--- src/rtl/multicycle_controller.sv ---
// Sequencing FSM for the multicycle RV32I datapath: walks each instruction through
// fetch/decode/execute/memory/writeback and drives every datapath select and enable.
module multicycle_controller (
    input  logic       clk,
    input  logic       reset_n,
    input  logic [6:0] op,
    input  logic [2:0] funct3,
    input  logic       funct7b5,
    input  logic       zero,
    input  logic       mem_ready,
    output logic       PCWrite,
    output logic       AdrSrc,
    output logic       MemWrite,
    output logic       IRWrite,
    output logic       RegWrite,
    output logic [1:0] ResultSrc,
    output logic [1:0] ALUSrcA,
    output logic [1:0] ALUSrcB,
    output logic [1:0] ImmSrc,
    output logic [2:0] ALUControl,
    output logic       illegal,
    output logic [3:0] state
);
    localparam logic [3:0] S_FETCH    = 4'd0;
    localparam logic [3:0] S_DECODE   = 4'd1;
    localparam logic [3:0] S_MEMADR   = 4'd2;
    localparam logic [3:0] S_MEMREAD  = 4'd3;
    localparam logic [3:0] S_MEMWB    = 4'd4;
    localparam logic [3:0] S_MEMWRITE = 4'd5;
    localparam logic [3:0] S_EXECR    = 4'd6;
    localparam logic [3:0] S_EXECI    = 4'd7;
    localparam logic [3:0] S_ALUWB    = 4'd8;
    localparam logic [3:0] S_BEQ      = 4'd9;
    localparam logic [3:0] S_JAL      = 4'd10;

    localparam logic [6:0] OP_LW   = 7'b0000011;
    localparam logic [6:0] OP_SW   = 7'b0100011;
    localparam logic [6:0] OP_R    = 7'b0110011;
    localparam logic [6:0] OP_I    = 7'b0010011;
    localparam logic [6:0] OP_BEQ  = 7'b1100011;
    localparam logic [6:0] OP_JAL  = 7'b1101111;

    logic [3:0] state_q, state_d;
    logic [1:0] alu_op;

    always_ff @(posedge clk) begin
        if (!reset_n) state_q <= S_FETCH;
        else          state_q <= state_d;
    end

    always_comb begin
        state_d = S_FETCH;
        case (state_q)
            S_FETCH:    state_d = mem_ready ? S_DECODE : S_FETCH;
            S_DECODE: begin
                case (op)
                    OP_LW, OP_SW: state_d = S_MEMADR;
                    OP_R:         state_d = S_EXECR;
                    OP_I:         state_d = S_EXECI;
                    OP_BEQ:       state_d = S_BEQ;
                    OP_JAL:       state_d = S_JAL;
                    default:      state_d = S_FETCH;
                endcase
            end
            S_MEMADR:   state_d = (op == OP_SW) ? S_MEMWRITE : S_MEMREAD;
            S_MEMREAD:  state_d = mem_ready ? S_MEMWB : S_MEMREAD;
            S_MEMWB:    state_d = S_FETCH;
            S_MEMWRITE: state_d = mem_ready ? S_FETCH : S_MEMWRITE;
            S_EXECR:    state_d = S_ALUWB;
            S_EXECI:    state_d = S_ALUWB;
            S_ALUWB:    state_d = S_FETCH;
            S_BEQ:      state_d = S_FETCH;
            S_JAL:      state_d = S_ALUWB;
            default:    state_d = S_FETCH;
        endcase
    end

    always_comb begin
        PCWrite   = 1'b0;
        AdrSrc    = 1'b0;
        MemWrite  = 1'b0;
        IRWrite   = 1'b0;
        RegWrite  = 1'b0;
        ResultSrc = 2'b00;
        ALUSrcA   = 2'b00;
        ALUSrcB   = 2'b00;
        alu_op    = 2'b00;
        illegal   = 1'b0;
        case (state_q)
            S_FETCH: begin
                ALUSrcB   = 2'b10;
                ResultSrc = 2'b10;
                IRWrite   = mem_ready;
                PCWrite   = mem_ready;
            end
            S_DECODE: begin
                ALUSrcA = 2'b01;
                ALUSrcB = 2'b01;
                illegal = !(op == OP_LW || op == OP_SW || op == OP_R || op == OP_I ||
                            op == OP_BEQ || op == OP_JAL);
            end
            S_MEMADR: begin
                ALUSrcA = 2'b10;
                ALUSrcB = 2'b01;
            end
            S_MEMREAD:  AdrSrc = 1'b1;
            S_MEMWB: begin
                ResultSrc = 2'b01;
                RegWrite  = 1'b1;
            end
            S_MEMWRITE: begin
                AdrSrc   = 1'b1;
                MemWrite = 1'b1;
            end
            S_EXECR: begin
                ALUSrcA = 2'b10;
                alu_op  = 2'b10;
            end
            S_EXECI: begin
                ALUSrcA = 2'b10;
                ALUSrcB = 2'b01;
                alu_op  = 2'b10;
            end
            S_ALUWB:    RegWrite = 1'b1;
            S_BEQ: begin
                ALUSrcA = 2'b10;
                alu_op  = 2'b01;
                PCWrite = zero;
            end
            S_JAL: begin
                ALUSrcA = 2'b01;
                ALUSrcB = 2'b10;
                PCWrite = 1'b1;
            end
            default: ;
        endcase
        // Reset abandons any in-flight instruction: no architectural writes while held.
        if (!reset_n) begin
            PCWrite  = 1'b0;
            IRWrite  = 1'b0;
            MemWrite = 1'b0;
            RegWrite = 1'b0;
            illegal  = 1'b0;
        end
    end

    always_comb begin
        ALUControl = 3'b000;
        case (alu_op)
            2'b01: ALUControl = 3'b001;
            2'b10: begin
                case (funct3)
                    3'b000:  ALUControl = (op[5] & funct7b5) ? 3'b001 : 3'b000;
                    3'b010:  ALUControl = 3'b101;
                    3'b110:  ALUControl = 3'b011;
                    3'b111:  ALUControl = 3'b010;
                    default: ALUControl = 3'b000;
                endcase
            end
            default: ALUControl = 3'b000;
        endcase
    end

    always_comb begin
        case (op)
            OP_SW:   ImmSrc = 2'b01;
            OP_BEQ:  ImmSrc = 2'b10;
            OP_JAL:  ImmSrc = 2'b11;
            default: ImmSrc = 2'b00;
        endcase
    end

    assign state = state_q;
endmodule

--- config.mk ---
export PLATFORM = sky130hd
export DESIGN_NAME = multicycle_controller
export DESIGN_NICKNAME = d
export VERILOG_FILES = /design/src/rtl/multicycle_controller.sv
export SDC_FILE = /design/constraint.sdc
export NUM_CORES = 1
export LEC_CHECK = 0
export CORE_UTILIZATION = 33
export CTS_CLUSTER_SIZE = 20
export DETAILED_ROUTE_END_ITERATION = 12
export GPL_ROUTABILITY_DRIVEN = 1
export GPL_TIMING_DRIVEN = 0
export PLACE_DENSITY_LB_ADDON = 0.08
export REMOVE_ABC_BUFFERS = 1
export SLEW_MARGIN = 40
export SYNTH_ARGS = -nofsm -noshare
export SYNTH_HDL_FRONTEND = slang
export SYNTH_SLANG_ARGS = --single-unit
--- constraint.sdc ---
create_clock -name clk -period 1.6 [get_ports clk]
set_input_delay 0.16 -clock clk [delete_from_list [all_inputs] [get_ports clk]]
set_output_delay 0.16 -clock clk [all_outputs]
set_load 0.02 [all_outputs]
# After elaboration in Yosys (flattened, before gate mapping)
# Index checks and enable logic that the tools add are counted.
# totals
register_bits	4
out_inout_bits	21
# op_classes
eq_ne	21
muxes	25
bitwise_logic	1
n_reduce_logical	17
# op_table
cell	count
$pmux 4 s6	1
$pmux 4 s5	1
$eq 4x3->1 const B	4
$pmux 2 s2	4
$eq 7x6->1 const B	2
$eq 7x7->1 const B	2
$eq 4x4->1 const B	3
$mux 1	12
$pmux 3 s4	1
$reduce_or 2->1	6
$mux 3	3
$eq 4x2->1 const B	2
$eq 7x2->1 const B	1
$eq 7x5->1 const B	1
$eq 3x3->1 const B	2
$pmux 2 s3	1
$pmux 3 s2	1
$reduce_or 3->1	2
$logic_or 1x1->1	5
$eq 4x1->1 const B	1
$logic_not 4->1	1
$reduce_or 4->1	1
$eq 3x2->1 const B	1
$logic_not 3->1	1
other kinds (5)	5

# Longest topological paths before layout
# Gate-level depths: netlist of run 1.
# depth
depth_word	9
ltp_mapped	7
depth_no_buf	6

# Worst setup path before layout of run 1
# No wires, ideal clock.
# synth_timing
path_type	reg-to-output
start	reg state_q[3], in the netlist state[3]
end	out ALUControl[2]
t_arrival_ns	2.197
required_time_ns	1.440
setup_slack_ns	-0.757
stages_incl_launch_ff	6
path_buffers	1
cell_sequence	dfxtp_1 -> clkbuf_1 -> nor2b_1 -> nand2_1 -> ha_1 -> nor4_1
# synth_via
elab_chain_len	5
# synth_lines
element	line_no	text
from (decl)	43	logic [3:0] state_q, state_d;
from (signal assigned)	48	else state_q <= state_d;
$eq 4x3->1	89	case (state_q)
$reduce_or 2->1 (no line)	n/a	
$pmux 2 s2 *	89	
$eq 2x2->1 or $eq 2x1->1 (tied branches)	149	case (alu_op)
$pmux 3 s2 *	149	
to (decl)	20	output logic [2:0] ALUControl,
# Mark *: on every way between the ends. The rest lies on a longest branch, timed or not.

# Worst setup path after layout of run 1
# layout_timing
start	reg state_q[1], in the netlist state[1]
end	out ALUControl[2]
# Same word-level chain as after synthesis.

==> results_dict.tcl, run 1 <==
set metrics [dict create \
    critical-path-slowest-cell "dfxtp_4" \
    max_freq_mhz 576 \
    post-route-min-period_ns 1.74 \
    detail_route.wirelength_um 2580 \
    postSynthRegisterBits 4 \
    tightestPinTransition_ns 0.335 \
    initial_antenna_violation_count 0 \
    grt_pass1_vias 844 \
    final-max-slew-violation-count 0 \
    postSynthAreaPerCell_um2 6.85 \
    pwr-share-clk_pct 32.3 \
    drt_iter0_drc 11 \
    outcome "finished with violations" \
    routabilityCongestion 0.800 \
    fin_crit_sh_pct 109 \
    report.final.hold_viol_count 0 \
    violations "negative setup slack" \
    area.growth.synth_to_final_pct 110 \
    die_h_um 45.5 \
    globalRouteTotalUtil_pct 24.8 \
    synth.cell_area_um2 623 \
    synth.lib_cells_used.distinct 36 \
    clock_path_buffers 2 \
    avgRoutedWirePerCell_um 14.9 \
    path_cells "nor2b_4, nand2_2, inv_2, ha_4, nand2_1, nor4_1, buf_2" \
    cellLeakagePower_nw 0.641 \
    worst-setup-path-type "register to primary output" \
    cts_buffers 3 \
    powerDensity_mw_per_mm2 314 \
    design.portCount 36 \
    htreeDepth 1 \
    fin_skew_ns 0.00528 \
    largest_reg_flops 4 \
    min_delay_worst_type "input port to register" \
    diodes 0 \
    timing.critical_path.to_type "primary output" \
    detailedPlacementHpwl_um 1310 \
    io_buffer_count 35 \
    grt_pass1_wl_um 3670 \
    worst_slack_ns -0.136 \
    cap_violations 0 \
    critical_path_peak_fanout 7 \
    cp-start-kind "register" \
    synth-seq-area-share_pct 12.9 \
    power_switching_share_pct 33.0 \
    die_x_um 45.5 \
    irDropWorstVdd_uv 302 \
    timing.final.setup_violations 7 \
    clkSlewWorstSetupHoldPaths_ns 0.04 \
    postSynthCellCount 91 \
    core.rowCount 15 \
    design.die.area_mm2 0.00207 \
    postLayoutCoreUtil_pct 75.0 \
    design.final.nets 167 \
    power.sequential.fraction_pct 24.6 \
    clkLatencyLatePin_ns 0.24 \
    cts.sinks 4 \
    first_pass_iters 5 \
    remaining_drc_errors 0 \
    grt_setup_unrepaired "yes" \
    avgViaCountPerCell 5.49 \
    internal-power_mw 0.276 \
    core-area_mm2 0.00175 \
    layout_commonest_cell "buf_4" \
    initial_core_util_pct 35.7 \
    timing.critical_path.arrival_ns 1.58 \
    route.antenna.remaining_nets 0 \
    cell_count_post_placement 146 \
    max-slew-margin-rel_pct 77.6 \
    final_cell_count_no_fill 173 \
    switching_power_mw 0.136 \
    layout.cells.most_common_list "buf_4 (27), clkdlybuf4s50_1 (13), nor2_1 (6), nand2_1 (6), a21oi_1 (6)" \
    cts_tree "yes" \
    ys_warn_count 0 \
    tns_ns -0.659 \
    clockRootBuffer "clkbuf_4" \
    num_vias 950 \
    worst_ep_required_time_ns 1.44 \
    grt_overflow_total 0 \
    share_comb_of_total_power_pct 43.1 \
    largest_net_degree_at_the_start_of_global_routing 10 \
    delay_of_the_slowest_critical_path_stage_ns 0.39 \
    drive_above_1_share_pct 47.3 \
]
-- cells in the mapped netlist --
cell type  instances  area share, %
a211o_1            1            1.4
nor4b_1            1            1.4
nand3b_1           2            2.4
and2_1             1            1.0
nor2_1             6            3.6
buf_1              1           0.60
a21oi_1            8            6.4
o2bb2ai_1          1            1.4
buf_2              1           0.80
nor3b_1            4            4.8
a211oi_1           1            1.2
clkbuf_1           2            1.2
nor4b_4            1            3.8
nand2_1            9            5.4
or3_1              1            1.0
xor2_1             1            1.4
xnor2_1            1            1.4
a31oi_1            1            1.0
inv_1              3            1.8
nand3_1            3            2.4
o21ai_0            5            4.0
ha_1               2            4.0
a22o_1             1            1.4
dfxtp_1            4             13
o211a_1            1            1.6
mux2i_1            1            1.6
nor4_1             4            4.0
or3b_2             2            2.8
clkbuf_2           1           0.80
nor2b_1           10             10
a2111o_1           1            1.8
o21bai_1           2            2.4
nand2b_1           3            3.0
and3_1             3            3.0
nor3_1             1           0.80
or4_1              1            1.2
-- critical path: cells and delay by family (launching register included) --
kind / cells / cell delay, ns
flops: 1 / 0.39
fa+ha+maj: 1 / 0.14
simple gates: 4 / 0.54
buf+inv: 2 / 0.27
-- final timing paths --
check | from | endpoint | slack [ns] | cells past startpoint
min reg2reg | state[0] | state[3] | 0.70 | 3
min | op[2] | state[0] | 0.34 | 3
max | state[1] | ALUControl[2] | -0.14 | 7
max reg2reg | state[1] | state[0] | -0.08 | 6
-- through the flow --
stage	instance area [um^2]	setup WS [ns]	hold slack [ns]	total power, mW
after floorplan	602	-0.657	0.342	0.169
after global placement	983	-0.997	0.818	0.245
after detailed placement	983	-1.05	0.799	0.247
after CTS	1230	-0.123	0.653	0.398
after global routing	1310	-0.237	0.357	0.436
final	1310	-0.136	0.336	0.411
-- power groups by stage --
stage          clock network [mW]  logic, mW  registers (mW)
2_1_floorplan                   0     0.0570           0.112
3_3_place_gp                    0      0.133           0.112
6_report                    0.133      0.177           0.101
5_1_grt                     0.146      0.188           0.102
4_1_cts                     0.131      0.166           0.101
3_5_place_dp                    0      0.135           0.112
-- what timing repair did --
item                       CTS  global route
setup buffers               19             5
setup endpoints to repair   23            17
hold buffers                 0             0
pin swaps                   11             8
resized for setup           90            31
-- layer usage --
metal  up-vias  GRT usage, %  wire, um
met5         -             0         0
met4         0          10.3        40
met3         7          1.98       116
met2        37          47.7      1460
met1       457          27.3       960
li1        449             -         -
-- final cells by class --
type | count | area, um^2
Sequential cell | 4 | 95.1
Clock buffer | 3 | 22.5
Multi-Input combinational cell | 79 | 639
Inverter | 3 | 11.3
Timing Repair Buffer | 59 | 509
Fill cell | 135 | 437
Tap cell | 25 | 31.3
-- kinds of logic after synthesis --
| kind of cell | Yosys count | synth area share, % |
|---|---|---|
| mux | 1 | 1.61 |
| compound gates | 22 | 22.7 |
| simple gates | 52 | 50.8 |
| fa+ha+maj | 2 | 4.02 |
| xor+xnor | 2 | 2.81 |
| flops | 4 | 12.9 |
| buf+inv | 8 | 5.22 |
No activity file was read; power rests on OpenSTA's default activity.
==> run 2: changes to the inputs <==
--- a/config.mk
+++ b/config.mk
@@ -10,9 +10,8 @@
 export DETAILED_ROUTE_END_ITERATION = 12
 export GPL_ROUTABILITY_DRIVEN = 1
 export GPL_TIMING_DRIVEN = 0
-export PLACE_DENSITY_LB_ADDON = 0.08
+export PLACE_DENSITY = 0.81
 export REMOVE_ABC_BUFFERS = 1
-export SLEW_MARGIN = 40
 export SYNTH_ARGS = -nofsm -noshare
 export SYNTH_HDL_FRONTEND = slang
 export SYNTH_SLANG_ARGS = --single-unit
==> results_dict.tcl, run 2 (synthesized netlist as in run 1, its figures left out) <==
set metrics [dict create \
    critical_path_peak_fanout 4 \
    core.rowCount 15 \
    largest_reg_flops 4 \
    worst_slack_ns -0.160 \
    avgRoutedWirePerCell_um 15.3 \
    internal-power_mw 0.284 \
    area.growth.synth_to_final_pct 121 \
    pwr-share-clk_pct 29.0 \
    hp-start "op[3]" \
    power_switching_share_pct 30.8 \
    design.final.nets 172 \
    initial_antenna_violation_count 0 \
    max_freq_mhz 568 \
    worst_ep_required_time_ns 1.44 \
    report.power.total_mw 0.411 \
    max-slew-margin-rel_pct 80.0 \
    num_vias 968 \
    r2r_end "state[0]" \
    drive_above_1_share_pct 51.0 \
    violations "negative setup slack" \
    cts_hold_buf 0 \
    die_x_um 45.5 \
    report.final.hold_viol_count 0 \
    layout.cells.most_common_list "buf_4 (27), clkdlybuf4s50_1 (14), nand2_1 (7), clkbuf_2 (7)" \
    final-max-slew-violation-count 0 \
    first_pass_iters 4 \
    share_comb_of_total_power_pct 46.3 \
    cts.sinks 4 \
    grt_setup_unrepaired "yes" \
    grt_overflow_total 0 \
    design.die.area_mm2 0.00207 \
    switching_power_mw 0.126 \
    timing.final.setup_violations 9 \
    clock_path_buffers 2 \
    routabilityCongestion 0.778 \
    remaining_drc_errors 0 \
    fin_skew_ns 0.00429 \
    grt_pass1_vias 815 \
    r2r.worst_path.cells 6 \
    diodes 0 \
    design.portCount 36 \
    min_path_cells 3 \
    clkSlewWorstSetupHoldPaths_ns 0.04 \
    detail_route.wirelength_um 2720 \
    hold-path-endpoint "state[0]" \
    route.antenna.remaining_nets 0 \
    outcome "finished with violations" \
    min_delay_worst_type "input port to register" \
    io_buffer_count 35 \
    timing.reg2reg.setup_slack_ns -0.05 \
    power.sequential.fraction_pct 24.7 \
    irDropWorstVdd_uv 391 \
    core-area_mm2 0.00175 \
    grt_pass1_wl_um 3620 \
    timing.critical_path.to_type "primary output" \
    fillCellCount 122 \
    htreeDepth 1 \
    tightestPinTransition_ns 0.299 \
    cts_buffers 3 \
    powerDensity_mw_per_mm2 299 \
    tns_ns -0.645 \
    timing.critical_path.arrival_ns 1.60 \
    cellLeakagePower_nw 0.655 \
    clockRootBuffer "clkbuf_4" \
    globalRouteTotalUtil_pct 24.0 \
    worst_r2r_startpoint "state[1]" \
    drt_iter0_drc 10 \
    cp-start-kind "register" \
    worst-setup-path-type "register to primary output" \
    avgViaCountPerCell 5.44 \
    post-route-min-period_ns 1.76 \
    detailedPlacementHpwl_um 1420 \
    largest_net_degree_at_the_start_of_global_routing 15 \
    initial_core_util_pct 35.7 \
    cap_violations 0 \
    layout_commonest_cell "buf_4" \
    fin_crit_sh_pct 110 \
    die_h_um 45.5 \
    clkLatencyLatePin_ns 0.23 \
    cts_tree "yes" \
]
run 2: cell types whose count changed in the layout (fill, tap and decap cells not counted), sizes merged:
| cell | delta |
|---|---|
| clkbuf | +3 |
| clkdlybuf4s50 | +1 |
| dlygate4sd2 | -1 |
| dlymetal6s2s | -2 |
| buf | +4 |
run 2: stage by stage:
| step | util [%] | cell area, um^2 | hold WS [ns] | setup WS, ns | instances |
|---|---|---|---|---|---|
| floorplan | - | 602 | 0.342 | -0.657 | 86 |
| global placement | 56.3 | 983 | 0.810 | -0.970 | 146 |
| detailed placement | 56.3 | 983 | 0.796 | -1.03 | 146 |
| CTS | 68.7 | 1200 | 0.441 | -0.201 | 166 |
| global route | 78.8 | 1380 | 0.372 | -0.234 | 178 |
| finish | 78.8 | 1380 | 0.336 | -0.160 | 178 |
run 2: worst max-delay path by stage:
stage	slack [ns]	cells after the start	startpoint	end
finish	-0.16	6	state[1]	ALUControl[2]
global route	-0.23	6	state[1]	ALUControl[2]
CTS	-0.20	7	state[1]	ALUControl[2]
detailed placement	-1.03	5	state[0]	ALUControl[2]
global placement	-0.97	5	state[0]	ALUControl[2]
floorplan	-0.66	4	state[0]	ALUControl[2]
run 2: final cells by class:
class	instances	area, um^2	area share [%]
clock buffers	3	22.5	1.64
inverters	3	11.3	0.819
repair buffers	64	567	41.2
flip-flops and latches	4	95.1	6.92
well taps	25	31.3	2.27
multi-input cells	79	648	47.1
run 2: power groups by stage:
stage,logic (mW),clock network (mW),registers (mW)
6_report,0.190,0.119,0.101
5_1_grt,0.201,0.133,0.101
4_1_cts,0.161,0.125,0.104
3_5_place_dp,0.136,0,0.112
3_3_place_gp,0.132,0,0.111
2_1_floorplan,0.0570,0,0.112
run 2: repair_timing:
action,in CTS,in global routing
setup buffers,17,12
endpoints found under the hold margin,0,0
resized for setup,84,43
pin swaps,7,9
endpoints found under the setup margin,23,16
run 2: critical path: stages, from the launching register on:
cell,delay (ns)
dfxtp_4,0.36
buf_6,0.12
nor2b_4,0.13
nand2_4,0.07
ha_4,0.23
nor4_4,0.27
buf_4,0.18
run 2: per-layer routing:
layer | global-route usage (%) | wire [um] | vias up
met2 | 42.3 | 1420 | 49
met1 | 28.3 | 1070 | 456
met4 | 9.70 | 44 | 0
met3 | 4.37 | 197 | 4
met5 | 0 | 0 | -
li1 | - | - | 459
